===== src/rtl/regfile_wb_arbiter_pkg.sv =====
// Shared constants for the register-file writeback arbiter.
// Requester ids and the hard-wired $zero register index.
package regfile_wb_arbiter_pkg;

  localparam int DATA_W_DEF = 32;
  localparam int ADDR_W_DEF = 5;
  localparam int CNT_W_DEF  = 16;

  localparam logic REQ_ALU = 1'b0;
  localparam logic REQ_MEM = 1'b1;

  localparam int ZERO_REG = 0;

  function automatic logic [1:0] one_hot(input logic id);
    return id ? 2'b10 : 2'b01;
  endfunction

endpackage


===== src/rtl/rr_arbiter_2.sv =====
// Two-way round-robin grant with a last-grant register.
// Grant is combinational; last_grant moves on every grant.
module rr_arbiter_2
  import regfile_wb_arbiter_pkg::*;
(
  input  logic       clock,
  input  logic       reset,
  input  logic [1:0] valid,
  input  logic       enable,
  output logic [1:0] grant,
  output logic       contend,
  output logic       last_grant
);

  always_comb begin
    grant   = 2'b00;
    contend = enable & valid[0] & valid[1];
    if (!enable) begin
      grant = 2'b00;
    end else if (contend) begin
      // The requester that did not win last time goes first.
      grant = one_hot(~last_grant);
    end else if (valid[0]) begin
      grant = one_hot(REQ_ALU);
    end else if (valid[1]) begin
      grant = one_hot(REQ_MEM);
    end
  end

  always_ff @(posedge clock) begin
    if (reset) begin
      last_grant <= REQ_MEM;
    end else if (grant != 2'b00) begin
      last_grant <= grant[1];
    end
  end

endmodule


===== src/rtl/regfile_wb_arbiter.sv =====
// Shares the register-file write port between ALU and load writeback.
// Registered write outputs, $zero filter, saturating contention counter.
module regfile_wb_arbiter
  import regfile_wb_arbiter_pkg::*;
#(
  parameter int DATA_W = DATA_W_DEF,
  parameter int ADDR_W = ADDR_W_DEF,
  parameter int CNT_W  = CNT_W_DEF
) (
  input  logic              clock,
  input  logic              reset,
  input  logic              req0_valid,
  input  logic [ADDR_W-1:0] req0_addr,
  input  logic [DATA_W-1:0] req0_data,
  output logic              req0_ready,
  input  logic              req1_valid,
  input  logic [ADDR_W-1:0] req1_addr,
  input  logic [DATA_W-1:0] req1_data,
  output logic              req1_ready,
  input  logic              wr_stall,
  output logic              wr_en,
  output logic [ADDR_W-1:0] wr_addr,
  output logic [DATA_W-1:0] wr_data,
  output logic              wr_src,
  output logic [CNT_W-1:0]  conflict_count
);

  logic [1:0]        grant;
  logic              contend;
  logic              last_grant;
  logic              enable;
  logic              xfer;
  logic              sel;
  logic [ADDR_W-1:0] sel_addr;
  logic [DATA_W-1:0] sel_data;

  assign enable = ~wr_stall & ~reset;

  rr_arbiter_2 u_arb (
    .clock      (clock),
    .reset      (reset),
    .valid      ({req1_valid, req0_valid}),
    .enable     (enable),
    .grant      (grant),
    .contend    (contend),
    .last_grant (last_grant)
  );

  assign req0_ready = grant[0];
  assign req1_ready = grant[1];

  assign xfer = |grant;
  assign sel  = grant[1];

  always_comb begin
    sel_addr = req0_addr;
    sel_data = req0_data;
    if (sel == REQ_MEM) begin
      sel_addr = req1_addr;
      sel_data = req1_data;
    end
  end

  always_ff @(posedge clock) begin
    if (reset) begin
      wr_en   <= 1'b0;
      wr_addr <= '0;
      wr_data <= '0;
      wr_src  <= REQ_ALU;
    end else if (xfer) begin
      // $zero writes are consumed but never reach the register file.
      wr_en   <= (sel_addr != ADDR_W'(ZERO_REG));
      wr_addr <= sel_addr;
      wr_data <= sel_data;
      wr_src  <= sel;
    end else begin
      wr_en   <= 1'b0;
    end
  end

  always_ff @(posedge clock) begin
    if (reset) begin
      conflict_count <= '0;
    end else if (contend && (conflict_count != '1)) begin
      conflict_count <= conflict_count + 1'b1;
    end
  end

endmodule

===== config.mk =====
export PLATFORM = sky130hd
export DESIGN_NAME = regfile_wb_arbiter
export DESIGN_NICKNAME = d
export VERILOG_FILES = /design/src/rtl/regfile_wb_arbiter_pkg.sv /design/src/rtl/rr_arbiter_2.sv /design/src/rtl/regfile_wb_arbiter.sv
export SDC_FILE = /design/constraint.sdc
export NUM_CORES = 1
export LEC_CHECK = 0
export ABC_CLOCK_PERIOD_IN_PS = 3000
export CAP_MARGIN = 20
export CELL_PAD_IN_SITES_DETAIL_PLACEMENT = 2
export CELL_PAD_IN_SITES_GLOBAL_PLACEMENT = 2
export CORE_UTILIZATION = 23
export DETAILED_ROUTE_END_ITERATION = 12
export GPL_TIMING_DRIVEN = 0
export PLACE_DENSITY_LB_ADDON = 0.1
export SLEW_MARGIN = 20
export SYNTH_ARGS = -nofsm -noshare
export SYNTH_HDL_FRONTEND = slang
export SYNTH_SLANG_ARGS = --single-unit
export TNS_END_PERCENT = 10

===== constraint.sdc =====
create_clock -name clock -period 3 [get_ports clock]
set_input_delay 0.45 -clock clock [delete_from_list [all_inputs] [get_ports clock]]
set_output_delay 0.45 -clock clock [all_outputs]
set_load 0.01 [all_outputs]

==> results of run 1 <==
==> path summary, 6_finish.rpt <==
path                                                       from                             end  slack [ns]  depth (start not counted)
worst min-delay path                   wr_data[19]$_SDFFE_PP0P_        wr_data[19]$_SDFFE_PP0P_        0.48                          2
worst max register to register  conflict_count[10]$_SDFFE_PP0P_  conflict_count[5]$_SDFFE_PP0P_        0.84                          4
worst max-delay path                                      reset                      req1_ready        0.23                          6
worst min register to register         wr_data[19]$_SDFFE_PP0P_        wr_data[19]$_SDFFE_PP0P_        0.48                          2
==> layout by cell type (no fill, tap or decap), drive strengths merged, types with 2 or more instances in the layout <==
cell type      netlist  layout
nand4                5       5
nand2b               2       2
o311ai               2       2
or4                  6       6
o31ai                4       4
o21ai               23      23
a21oi               12      12
nor2                31      31
or3                  6       6
o41ai                3       3
clkdlybuf4s50        0     135
nand2                7       7
nand3               22      22
inv                  3       3
nor4                 3       3
dfxtp               56      56
clkbuf              14      21
buf                  3       4
a211oi              24      24
mux2i               38      38
==> worst register-to-register path: stages, from the launching register on <==
cell     delay, ns
dfxtp_1       0.44
nand4_1       0.35
or4_2         0.81
nand3_1       0.13
mux2_2        0.33
==> report_power, final <==
part           internal (W)  total (W)  switching [W]
combinational      0.000195   0.000325       0.000130
clock              0.000190   0.000448       0.000259
sequential         0.000780   0.000799      0.0000188
total               0.00116    0.00157       0.000407
==> flip-flops by register name, indices dropped and copies added (netlist names) <==
signal / count
u_arb.last_grant: 1
wr_addr: 5
wr_src: 1
wr_en: 1
conflict_count: 16
wr_data: 32
==> cell usage after synthesis (2+ instances only) <==
master,number,area share [%]
dfxtp_1,56,44
mux2i_1,38,15
nor2_1,31,4.5
a211oi_1,24,7.0
nand3_1,22,4.3
o21ai_0,22,4.3
clkbuf_1,14,2.0
a21oi_1,12,2.3
nand2_1,7,1.0
nand4_1,4,0.97
o31ai_1,4,1.2
or3_1,4,0.97
or4_1,4,1.2
buf_2,3,0.58
inv_1,3,0.44
o41ai_1,3,1.0
nand2b_1,2,0.49
nor4_1,2,0.49
o311ai_0,2,0.68
or3_2,2,0.58
==> area by class of cell <==
cell class | count | area, um^2
timing repair buffer | 135 | 1350
tap | 140 | 175
buffer | 17 | 68.8
clock buffer | 8 | 90.1
inverter | 3 | 11.3
sequential | 56 | 1120
fill | 1246 | 6690
multi-input combinational | 202 | 1380
==> metal layers <==
metal | up-vias | wire length [um] | GRT usage [%]
met5 | - | 0 | 0
met4 | 0 | 80 | 3.82
met3 | 7 | 634 | 5.39
met2 | 74 | 4740 | 30.8
met1 | 1316 | 3970 | 19.9
li1 | 1329 | - | -
==> through the flow <==
stage               cells  setup slack [ns]
finish                561             0.230
global route          561            0.0516
CTS                   561            0.0697
detailed placement    553          -0.00604
global placement      553           0.00801
floorplan             278              1.04
==> timing repair <==
| item | CTS | global route |
|---|---|---|
| resized for setup | 1 | 2 |
| cloned | 0 | 0 |
| endpoints found under the setup margin | 1 | 1 |
==> logic make-up after synthesis <==
kind of cell | count (synthesis) | share of synthesized area [%]
flops | 56 | 43.5
mux | 39 | 15.2
simple gates | 90 | 19.8
compound gates | 72 | 17.9
fa+ha+maj | 1 | 0.486
buf+inv | 20 | 3.06
==> flow_summary.yaml, run 1 <==
run_status:
  outcome: "complete, no violations"
clock_network:
  insertion_delay_ns: 0.32
  cts_tree: "built"
  clockBufferDepth: 2
  cts_setup_buffers: 0
  cts_made_buffers: 5
  cts_sinks: 56
  htreeDepth: 2
  cts_hold_buf: 0
  path_clk_slew_ns: 0.10
  cts_root_buf: "clkbuf_8"
floorplanning:
  die_area_um2: 11600
  row_count: 38
  coreArea_um2: 10900
  die_w_um: 108
  start_util_pct: 23.6
  fp.dieH_um: 108
  ioPinCount: 136
layout:
  design_area_um2: 4200
  nets: 500
  num_antenna_cells: 0
  post-route-util_pct: 38.6
  synthToLayoutAreaGrowth_pct: 63.0
  drive_gt1_share_pct: 5.23
placed_design:
  numPortBuffers: 135
  dpl_cell_area_um2: 4100
  dp_hpwl_um: 7400
  gp_congestion: 0.722
sta:
  rsz0062_at_grt: "no"
  holdWs_ns: 0.484
  period_minus_slack_ns: 2.77
  worstMarginPinSlew_ns: 0.761
  skew_ns: 0.00899
  fmax_ghz: 0.361
  setup_viol: 0
  hold_violations: 0
  finalMaxSlewViolations: 0
  max_slew_margin_pct: 48.8
  setup_tns_ns: 0
  period_share_pct: 92.3
synth:
  synthFlopType: "dfxtp_1"
  seq_area_frac_synth_pct: 43.5
  async_flop_share_pct: 0
  yosys_warnings: 0
  synth_seq_cells: 56
  post_synth_num_cell_types: 39
  syn_area_um2: 2570
  synthCells: 278
  synth_area_per_cell_um2: 9.26
  synth-edff-count: 0
  syn_nets: 358
global_routing:
  antenna_found_initial: 0
  grt_usage_pct: 17.2
  overflow: 0
  grt_max_degree: 16
  grt_pass1_wl_um: 15500
  grt_pass1_vias: 2990
drt:
  wl_um: 9420
  drt_iter0_markers: 33
  drc: 0
  postRouteAntennaNets: 0
  wire_per_inst_um: 16.8
  vias_per_cell: 4.86
  vias: 2726
  firstDrtPassIters: 4
critical_path:
  cpMaxStageDelayCell: "clkdlybuf4s50_1"
  worst_ep_arrival_time_ns: 2.32
  crit_path_frequent_cell: "clkdlybuf4s50_1"
  path_cells: "clkdlybuf4s50_1, nor2_1, nand3_2, buf_2, inv_1, clkdlybuf4s50_1"
  crit_buf_inv: 4
  crit_fanout: 10
  end_kind: "output pin"
  max_stage_delay_ns: 0.53
  cpLargestDelayFamily: "buffers and inverters"
  worstSetupPathType: "in -> out"
  required_ns: 2.55
  cp-start-kind: "input port"
power_and_ir_drop:
  p_per_area_nw_per_um2: 374
  leakagePower_nw: 1.61
  fin_total_pwr_w: 0.00157
  ir_worst_vdd_mv: 0.156
hold_path:
  worst_hold_path_type: "reg -> reg"
flow_run:
  max_cap_viol_count: 0
No activity file was read; power rests on OpenSTA's default activity.
==> run 2: changes to the inputs <==
ABC_CLOCK_PERIOD_IN_PS = default   (was 3000)
CELL_PAD_IN_SITES_DETAIL_PLACEMENT = default   (was 2)
CELL_PAD_IN_SITES_GLOBAL_PLACEMENT = default   (was 2)
CORE_UTILIZATION = 42   (was 23)
PLACE_DENSITY = 0.85   (was default)
PLACE_DENSITY_LB_ADDON = default   (was 0.1)
==> flow_summary.yaml, run 2 (synthesis gave the netlist of run 1 again) <==
run_status:
  outcome: "complete, no violations"
floorplanning:
  ioPinCount: 136
  row_count: 28
  start_util_pct: 43.5
  die_w_um: 80.3
  coreArea_um2: 5920
  fp.dieH_um: 80.3
  die_area_um2: 6450
sta:
  setup_viol: 0
  rsz0062_at_grt: "no"
  worstMarginPinSlew_ns: 0.690
  period_minus_slack_ns: 2.82
  hold_violations: 0
  skew_ns: 0.00366
  period_share_pct: 94.0
  finalMaxSlewViolations: 0
  holdWs_ns: 0.481
  setup_tns_ns: 0
  fmax_ghz: 0.355
  max_slew_margin_pct: 53.6
power_and_ir_drop:
  p_per_area_nw_per_um2: 389
  p_int_w: 0.00122
  seq_power_share_pct: 49.7
  ir_worst_vdd_mv: 0.279
  comb_power_share_pct: 19.9
  switchingPower_w: 0.000385
  switching_share_pct: 23.9
  leakagePower_nw: 1.62
  pwr-share-clk_pct: 30.4
drt:
  vias: 2739
  wire_per_inst_um: 15.4
  firstDrtPassIters: 4
  postRouteAntennaNets: 0
  drc: 0
  drt_iter0_markers: 159
  vias_per_cell: 5.52
  wl_um: 7630
critical_path:
  crit_fanout: 10
  cp-start-kind: "input port"
  end_kind: "output pin"
  worstSetupPathType: "in -> out"
  worst_ep_arrival_time_ns: 2.37
  required_ns: 2.55
layout:
  largest_register_ffs: 32
  fillers: 492
  most-common-layout-cells: "135 x clkdlybuf4s50_1, 56 x dfxtp_1, 38 x mux2i_1"
  top_register: "wr_data"
  top_regs: "wr_data: 32 flops, conflict_count: 16 flops, wr_addr: 5 flops"
  layout_commonest_cell: "clkdlybuf4s50_1"
  post-route-util_pct: 69.7
  drive_gt1_share_pct: 5.23
  num_antenna_cells: 0
  nets: 500
  synthToLayoutAreaGrowth_pct: 60.3
global_routing:
  grt_pass1_vias: 2549
  grt_pass1_wl_um: 12200
  grt_max_degree: 17
  grt_usage_pct: 24.4
  overflow: 0
  antenna_found_initial: 0
clock_network:
  cts_hold_buf: 0
  path_clk_slew_ns: 0.09
  cts_tree: "built"
  cts_made_buffers: 5
  cts_sinks: 56
  cts_root_buf: "clkbuf_8"
  insertion_delay_ns: 0.31
  htreeDepth: 2
  clockBufferDepth: 2
placed_design:
  dp_hpwl_um: 6000
  gp_congestion: 0.798
  numPortBuffers: 135
hold_path:
  worst_hold_path_type: "reg -> reg"
flow_run:
  max_cap_viol_count: 0
==> run 2: cell types whose count changed in the layout (fill, tap and decap cells not counted) <==
cell / previous run / this run
bufinv_16: 0 / 1
clkbuf_1: 15 / 14
clkbuf_8: 6 / 5
clkinv_2: 0 / 1
nand3_1: 21 / 22
nand3_2: 1 / 0
==> run 2: final timing paths <==
check / start / to / slack [ns] / depth (start not counted)
worst max-delay path: reset / req1_ready / 0.18 / 6
worst min-delay path: wr_data[17]$_SDFFE_PP0P_ / wr_data[17]$_SDFFE_PP0P_ / 0.48 / 2
worst max register to register: conflict_count[10]$_SDFFE_PP0P_ / conflict_count[5]$_SDFFE_PP0P_ / 0.90 / 4
worst min register to register: wr_data[17]$_SDFFE_PP0P_ / wr_data[17]$_SDFFE_PP0P_ / 0.48 / 2
==> run 2: power groups by stage <==
stage | Clock [W] | Combinational, W | Sequential, W
floorplan | 0 | 0.0000953 | 0.000832
global placement | 0 | 0.000313 | 0.000814
detailed placement | 0 | 0.000320 | 0.000816
CTS | 0.000497 | 0.000321 | 0.000799
global route | 0.000526 | 0.000346 | 0.000804
finish | 0.000489 | 0.000319 | 0.000799
==> run 2: what timing repair did <==
action,CTS,global route
hold endpoints to repair,0,0
gates resized for setup,0,3
endpoints found under the setup margin,0,1
buffers inserted,0,0
==> run 2: critical path, cell delays in order <==
cell	delay (ns)
clkdlybuf4s50_1	0.51
nor2_1	0.24
nand3_1	0.25
buf_2	0.29
inv_1	0.08
clkdlybuf4s50_1	0.54
==> run 2: cell type report <==
cell class | count | area, um^2 | share of cell area [%]
buffer | 17 | 68.8 | 1.67
clock buffer | 6 | 72.6 | 1.76
clock inverter | 2 | 35.0 | 0.848
inverter | 3 | 11.3 | 0.273
multi-input combinational | 202 | 1380 | 33.3
sequential | 56 | 1120 | 27.2
tap | 75 | 93.8 | 2.27
timing repair buffer | 135 | 1350 | 32.7
==> run 2: per-stage QoR <==
stage          area, um^2  worst slack, ns  std cells  power [W]
2_1_floorplan        2570             1.04        278   0.000927
3_3_place_gp         4020           0.0835        488    0.00113
5_1_grt              4130           0.0491        496    0.00168
6_report             4130            0.180        496    0.00161
3_5_place_dp         4020           0.0353        488    0.00114
4_1_cts              4130           0.0253        496    0.00162
==> run 2: layer usage <==
metal  global-route usage, %  wire length [um]
met5                       0                 0
met4                    7.14               190
met3                    5.57               487
met2                    41.5              3890
met1                    30.5              3060
